$ cat src/rtl/auction_pkg.sv
// Shared definitions for the sealed-bid auction: FSM encoding, slot count and
// the slot packing macro used by the collector, the comparator and their benches.
`ifndef AUCTION_SLOT
`define AUCTION_SLOT(vec, i, w) vec[(i)*(w) +: (w)]
`endif

package auction_pkg;

  typedef enum logic {
    ST_COLLECT = 1'b0,
    ST_PRESENT = 1'b1
  } auction_state_e;

  function automatic int nb_of(input int n);
    return 1 << n;
  endfunction

endpackage

$ cat src/rtl/auction_timer.sv
// Round timeout counter, built only with AUCTION_TIMEOUT_EN. Starts on the first
// accepted bid, holds expire high once TIMEOUT is reached until cleared.
`ifdef AUCTION_TIMEOUT_EN
module auction_timer #(
  parameter int TIMEOUT = 64
) (
  input  logic clk,
  input  logic rst,
  input  logic start,
  input  logic clear,
  output logic expire
);

  localparam int CW = $clog2(TIMEOUT + 1);
  localparam logic [CW-1:0] LIMIT = CW'(TIMEOUT);

  logic          run_q;
  logic [CW-1:0] cnt_q;

  // Counting stops at the limit, so the collector sees a level it can act on once.
  assign expire = run_q && (cnt_q == LIMIT);

  always_ff @(posedge clk or posedge rst) begin
    if (rst) begin
      run_q <= 1'b0;
      cnt_q <= '0;
    end else if (clear) begin
      run_q <= 1'b0;
      cnt_q <= '0;
    end else if (start) begin
      run_q <= 1'b1;
      cnt_q <= CW'(1);
    end else if (run_q && !expire) begin
      cnt_q <= cnt_q + 1'b1;
    end
  end

endmodule
`endif

$ cat src/rtl/auction_bid_collector.sv
// Collects one bid per bidder slot and presents the packed vector downstream.
// Optional round timeout is enabled by defining AUCTION_TIMEOUT_EN.
module auction_bid_collector
  import auction_pkg::*;
#(
  parameter int N       = 3,
  parameter int W       = 3,
  parameter int TIMEOUT = 64
) (
  input  logic                   clk,
  input  logic                   rst,
  input  logic                   in_valid,
  output logic                   in_ready,
  input  logic [N-1:0]           in_id,
  input  logic [W-1:0]           in_bid,
  output logic                   dup_err,
  output logic [nb_of(N)*W-1:0]  bid,
  output logic                   bid_valid,
  input  logic                   bid_ready,
  output logic [nb_of(N)-1:0]    rcv_mask,
  output logic                   timed_out
);

  localparam int NB = nb_of(N);
  localparam logic [N:0] LAST_CNT = (N+1)'(NB - 1);

  // Handshakes: a bid moves when in_valid && in_ready at a rising edge; the
  // vector moves when bid_valid && bid_ready. Valid never waits on ready.
  auction_state_e    state_q;
  logic [NB*W-1:0]   slots_q;
  logic [NB-1:0]     rcv_mask_q;
  logic [N:0]        count_q;
  logic              dup_err_q;
  logic              timed_out_q;

  logic accept, new_bid, last_bid, handshake, timer_expire;

  assign in_ready  = (state_q == ST_COLLECT) && !rst;
  assign accept    = in_valid && in_ready;
  assign new_bid   = accept && !rcv_mask_q[in_id];
  assign last_bid  = new_bid && (count_q == LAST_CNT);
  assign handshake = (state_q == ST_PRESENT) && bid_ready;

`ifdef AUCTION_TIMEOUT_EN
  auction_timer #(.TIMEOUT(TIMEOUT)) u_timer (
    .clk    (clk),
    .rst    (rst),
    .start  (new_bid && (count_q == '0)),
    .clear  (handshake),
    .expire (timer_expire)
  );
`else
  // Without the timer a round only closes when every slot is filled.
  assign timer_expire = 1'b0 & (TIMEOUT == 0);
`endif

  always_ff @(posedge clk or posedge rst) begin
    if (rst) begin
      state_q     <= ST_COLLECT;
      slots_q     <= '0;
      rcv_mask_q  <= '0;
      count_q     <= '0;
      dup_err_q   <= 1'b0;
      timed_out_q <= 1'b0;
    end else begin
      dup_err_q <= accept && rcv_mask_q[in_id];
      case (state_q)
        ST_COLLECT: begin
          if (new_bid) begin
            `AUCTION_SLOT(slots_q, in_id, W) <= in_bid;
            rcv_mask_q[in_id] <= 1'b1;
            count_q           <= count_q + 1'b1;
          end
          // A full round beats a coincident timeout.
          if (last_bid) begin
            state_q <= ST_PRESENT;
          end else if (timer_expire) begin
            state_q     <= ST_PRESENT;
            timed_out_q <= 1'b1;
          end
        end
        ST_PRESENT: begin
          if (bid_ready) begin
            slots_q     <= '0;
            rcv_mask_q  <= '0;
            count_q     <= '0;
            timed_out_q <= 1'b0;
            state_q     <= ST_COLLECT;
          end
        end
        default: state_q <= ST_COLLECT;
      endcase
    end
  end

  assign bid       = slots_q;
  assign rcv_mask  = rcv_mask_q;
  assign bid_valid = (state_q == ST_PRESENT);
  assign dup_err   = dup_err_q;
  assign timed_out = timed_out_q;

endmodule

$ cat config.mk
export PLATFORM = sky130hd
export DESIGN_NAME = auction_bid_collector
export DESIGN_NICKNAME = d
export VERILOG_FILES = /design/src/rtl/auction_pkg.sv /design/src/rtl/auction_timer.sv /design/src/rtl/auction_bid_collector.sv
export SDC_FILE = /design/constraint.sdc
export NUM_CORES = 1
export LEC_CHECK = 0
export ABC_AREA = 1
export BUFFER_PORTS_ARGS = -buffer_cell sky130_fd_sc_hd__buf_2
export CORE_MARGIN = 2
export CORE_UTILIZATION = 45
export CTS_CLUSTER_SIZE = 14
export DETAILED_ROUTE_END_ITERATION = 8
export GPL_TIMING_DRIVEN = 0
export MAX_ROUTING_LAYER = met4
export PLACE_DENSITY = 0.69
export SLEW_MARGIN = 20
export SYNTH_ARGS = -nofsm -noshare
export SYNTH_HDL_FRONTEND = slang
export SYNTH_HIERARCHICAL = 1
export SYNTH_SLANG_ARGS = --single-unit
$ cat constraint.sdc
create_clock -name clk -period 3.4 [get_ports clk]
set_input_delay 0.17 -clock clk [delete_from_list [all_inputs] [get_ports clk]]
set_output_delay 0.17 -clock clk [all_outputs]
set_load 0.05 [all_outputs]
==> results.sh <==
export IMPL_status="completed"
export IMPL_hold_end="bid_valid"
export IMPL_grt_pass1_wl_um=7920
export IMPL_yosys_area_top_type="dfrtp_1"
export IMPL_cts_tree="yes"
export IMPL_grt_overflow_total=0
export IMPL_rr_worst_depth=10
export IMPL_tns_ps=0
export IMPL_multi_input_area_um2=866
export IMPL_path_clk_slew_ps=80
export IMPL_regToRegSetupSlack_ps=1740
export IMPL_initial_utilization=0.462
export IMPL_gp_congestion=0.876
export IMPL_synth_edf_count=0
export IMPL_critical_path_max_fanout=10
export IMPL_crit_chain="clkbuf_1, nor2_1, nand2_1, inv_1, nand3_2, nand2_4, buf_6, nand2_1, nand2_1, nand2_1"
export IMPL_arrival_ps=1850
export IMPL_wire_per_inst_um=12.1
export IMPL_numCtsBuffers=5
export IMPL_r2r_start="bid_valid"
export IMPL_n_antenna_cell=0
export IMPL_grt_max_degree=22
export IMPL_vias_per_cell=4.98
export IMPL_clock_sink_count=38
export IMPL_place_hpwl_um=3400
export IMPL_root_buffer="clkbuf_8"
export IMPL_synth_cell_types=22
export IMPL_yosysTopAreaCellShare=0.476
export IMPL_drive_gt1_frac=0.201
export IMPL_die_w_um=70.6
export IMPL_setup_slack_ps=1740
export IMPL_cts_hold_buf=1
export IMPL_netlist_instances=270
export IMPL_yosysWarnings=6
export IMPL_setup_viol=0
export IMPL_fp_dieArea_um2=4980
export IMPL_cpMostUsedCell="nand2_1"
export IMPL_reg2reg_to="bid[0]"
export IMPL_cts_setup_buffers=0
export IMPL_syn_area_um2=2000
export IMPL_htreeDepth=2
export IMPL_synth_most_common_cell="nand2_1"
export IMPL_syn_nets=284
export IMPL_hold_path_depth=2
export IMPL_p_leak_nw=1.42
export IMPL_slowest_delay_ps=370
export IMPL_die_h_um=70.6
export IMPL_slowest_stage="dfrtp_1"
export IMPL_drc=0
export IMPL_cp_required_ps=3590
export IMPL_slew_violations=0
export IMPL_rsz0062_at_grt="no"
export IMPL_groute_usage_overall=0.208
export IMPL_coreArea_um2=4320
export IMPL_hp_class="in -> reg"
export IMPL_max_vdd_ir_drop_v=0.000403
export IMPL_fin_skew_ps=10.1
export IMPL_dp_cells=367
export IMPL_firstDrtPassIters=4
export IMPL_powerDensity_nw_per_um2=836
export IMPL_placementRows=24
export IMPL_critPathKind="reg -> reg"
export IMPL_synthTopCellsByArea="dfrtp_1 48%, nand2_1 18%, nand3_1 9.0%, inv_1 4.9%, nor2_1 4.3%"
export IMPL_clk_path_buf_depth=2
export IMPL_drt_wl_total_um=4550
export IMPL_num_vias=1871
export IMPL_synth_ff_type="dfrtp_1"
export IMPL_layout_cells_non_filler=376
export IMPL_grt_pass1_vias=1768
export IMPL_place_area_um2=2310
export IMPL_clock_latency_ps=300
export IMPL_register_area_um2=951
export IMPL_final_area_um2=2420
export IMPL_period_share=0.489
export IMPL_pin_count=46
export IMPL_post_cts_resized=0
export IMPL_ant_nets=0
export IMPL_finalCriticalPeriod_ps=1660
export IMPL_max_freq_mhz=601
export IMPL_start_kind="flop"
export IMPL_first_iter_violations=106
export IMPL_crit_path_end_kind="flop"
export IMPL_antenna_found_initial=0
export IMPL_async_flop_share=1.00
export IMPL_cpLargestDelayFamily="simple AND/OR/NAND/NOR gates"
export IMPL_crit_buf_inv=3
export IMPL_synth_avg_cell_area_um2=7.39
export IMPL_synth_common_cells="97 x nand2_1, 38 x dfrtp_1, 36 x nand3_1"
export IMPL_ys_ff_latch=38
export IMPL_area_growth_pct=21.5
export IMPL_io_buffer_count=44
export IMPL_ys_seq_area_frac=0.476
export IMPL_worstHoldStart="bid_ready"
export IMPL_hold_violations=0
export IMPL_place_ws_ps=1620
export IMPL_nets=337
export IMPL_nFillCells=414
export IMPL_cap_violations=0
-- worst reg2reg max path: stages (launching register included) --
cell	delay (ps)
dfrtp_1	370
clkbuf_1	210
nor2_1	170
nand2_1	90
inv_1	70
nand3_2	100
nand2_4	150
buf_6	170
nand2_1	100
nand2_1	80
nand2_1	50
-- sequential cells by signal (all words and copies together) (netlist names) --
| signal | cells |
|---|---|
| bid_valid | 1 |
| rcv_mask | 8 |
| dup_err | 1 |
| bid | 24 |
| count_q | 4 |
-- metal layers --
layer,global-route usage,share of wire,wire length (um),up-vias
li1,-,-,-,952
met1,0.276,0.47,2160,864
met2,0.317,0.46,2080,48
met3,0.0484,0.054,244,7
met4,0.0734,0.015,67,0
met5,-,0,0,-
-- power breakdown --
part | internal (mW) | leakage [nW] | switching, mW | total [mW]
clock | 0.219 | 0.0524 | 0.156 | 0.376
sequential | 0.600 | 0.502 | 0.0890 | 0.689
combinational | 0.230 | 0.864 | 0.733 | 0.962
total | 1.05 | 1.42 | 0.978 | 2.03
-- kinds of logic (layout without fill, tap and decap cells) --
family | Yosys count | after routing | share of synthesized area
adders and majority gates | 4 | 4 | 0.0251
other | 1 | 1 | 0.00188
buffers and inverters | 39 | 93 | 0.0897
AOI/OAI and AO/OA | 23 | 23 | 0.0583
xor gates and xnor gates | 1 | 1 | 0.00439
and+or+nand+nor | 164 | 164 | 0.344
DFF | 38 | 38 | 0.476
-- per-stage QoR --
stage / utilization / power, mW / hold WS (ps)
final: 0.561 / 2.03 / 84.2
after global routing: 0.561 / 2.16 / 82.2
after global placement: 0.527 / 1.64 / 391
after floorplan: - / 1.44 / 280
after CTS: 0.561 / 2.04 / 75.7
after detailed placement: 0.534 / 1.66 / 202
-- cells in the final DEF (no fill, tap or decap) --
master and instances:
nor3_1 2, nand3_2 1, buf_4 4, o21ai_0 7, nor2_1 23, nand4_1 3, a21oi_1 9, inv_1 25
bufinv_16 1, buf_6 2, conb_1 1, o22ai_1 1, dlygate4sd3_1 1, dfrtp_1 38, buf_16 1, buf_2 46
or2_2 1, nand3_1 36, xor2_1 1, inv_2 3, nand2_4 1, clkbuf_8 5, clkbuf_1 5, ha_1 4
nand2_1 97, o21ai_1 6
-- final cells by class --
| type | count | share of cell area |
|---|---|---|
| multi-input cells | 193 | 0.357 |
| inverters | 28 | 0.0433 |
| well taps | 52 | 0.0268 |
| plain buffers | 11 | 0.0304 |
| clock buffers | 7 | 0.0315 |
| repair buffers | 46 | 0.106 |
| clock inverters | 1 | 0.0124 |
| flip-flops and latches | 38 | 0.392 |
-- worst max-delay path by stage --
| stage | startpoint | endpoint | slack (ps) | cells past startpoint |
|---|---|---|---|---|
| 3_3_place_gp | in_id[1] | bid[0] | 1620 | 9 |
| 2_1_floorplan | bid_valid | bid[21] | 1030 | 10 |
| 6_report | bid_valid | bid[0] | 1740 | 10 |
| 4_1_cts | bid_valid | bid[0] | 1720 | 10 |
| 5_1_grt | bid_valid | bid[0] | 1510 | 10 |
| 3_5_place_dp | in_id[1] | bid[0] | 1620 | 9 |
(Power assumes the default switching activity.)
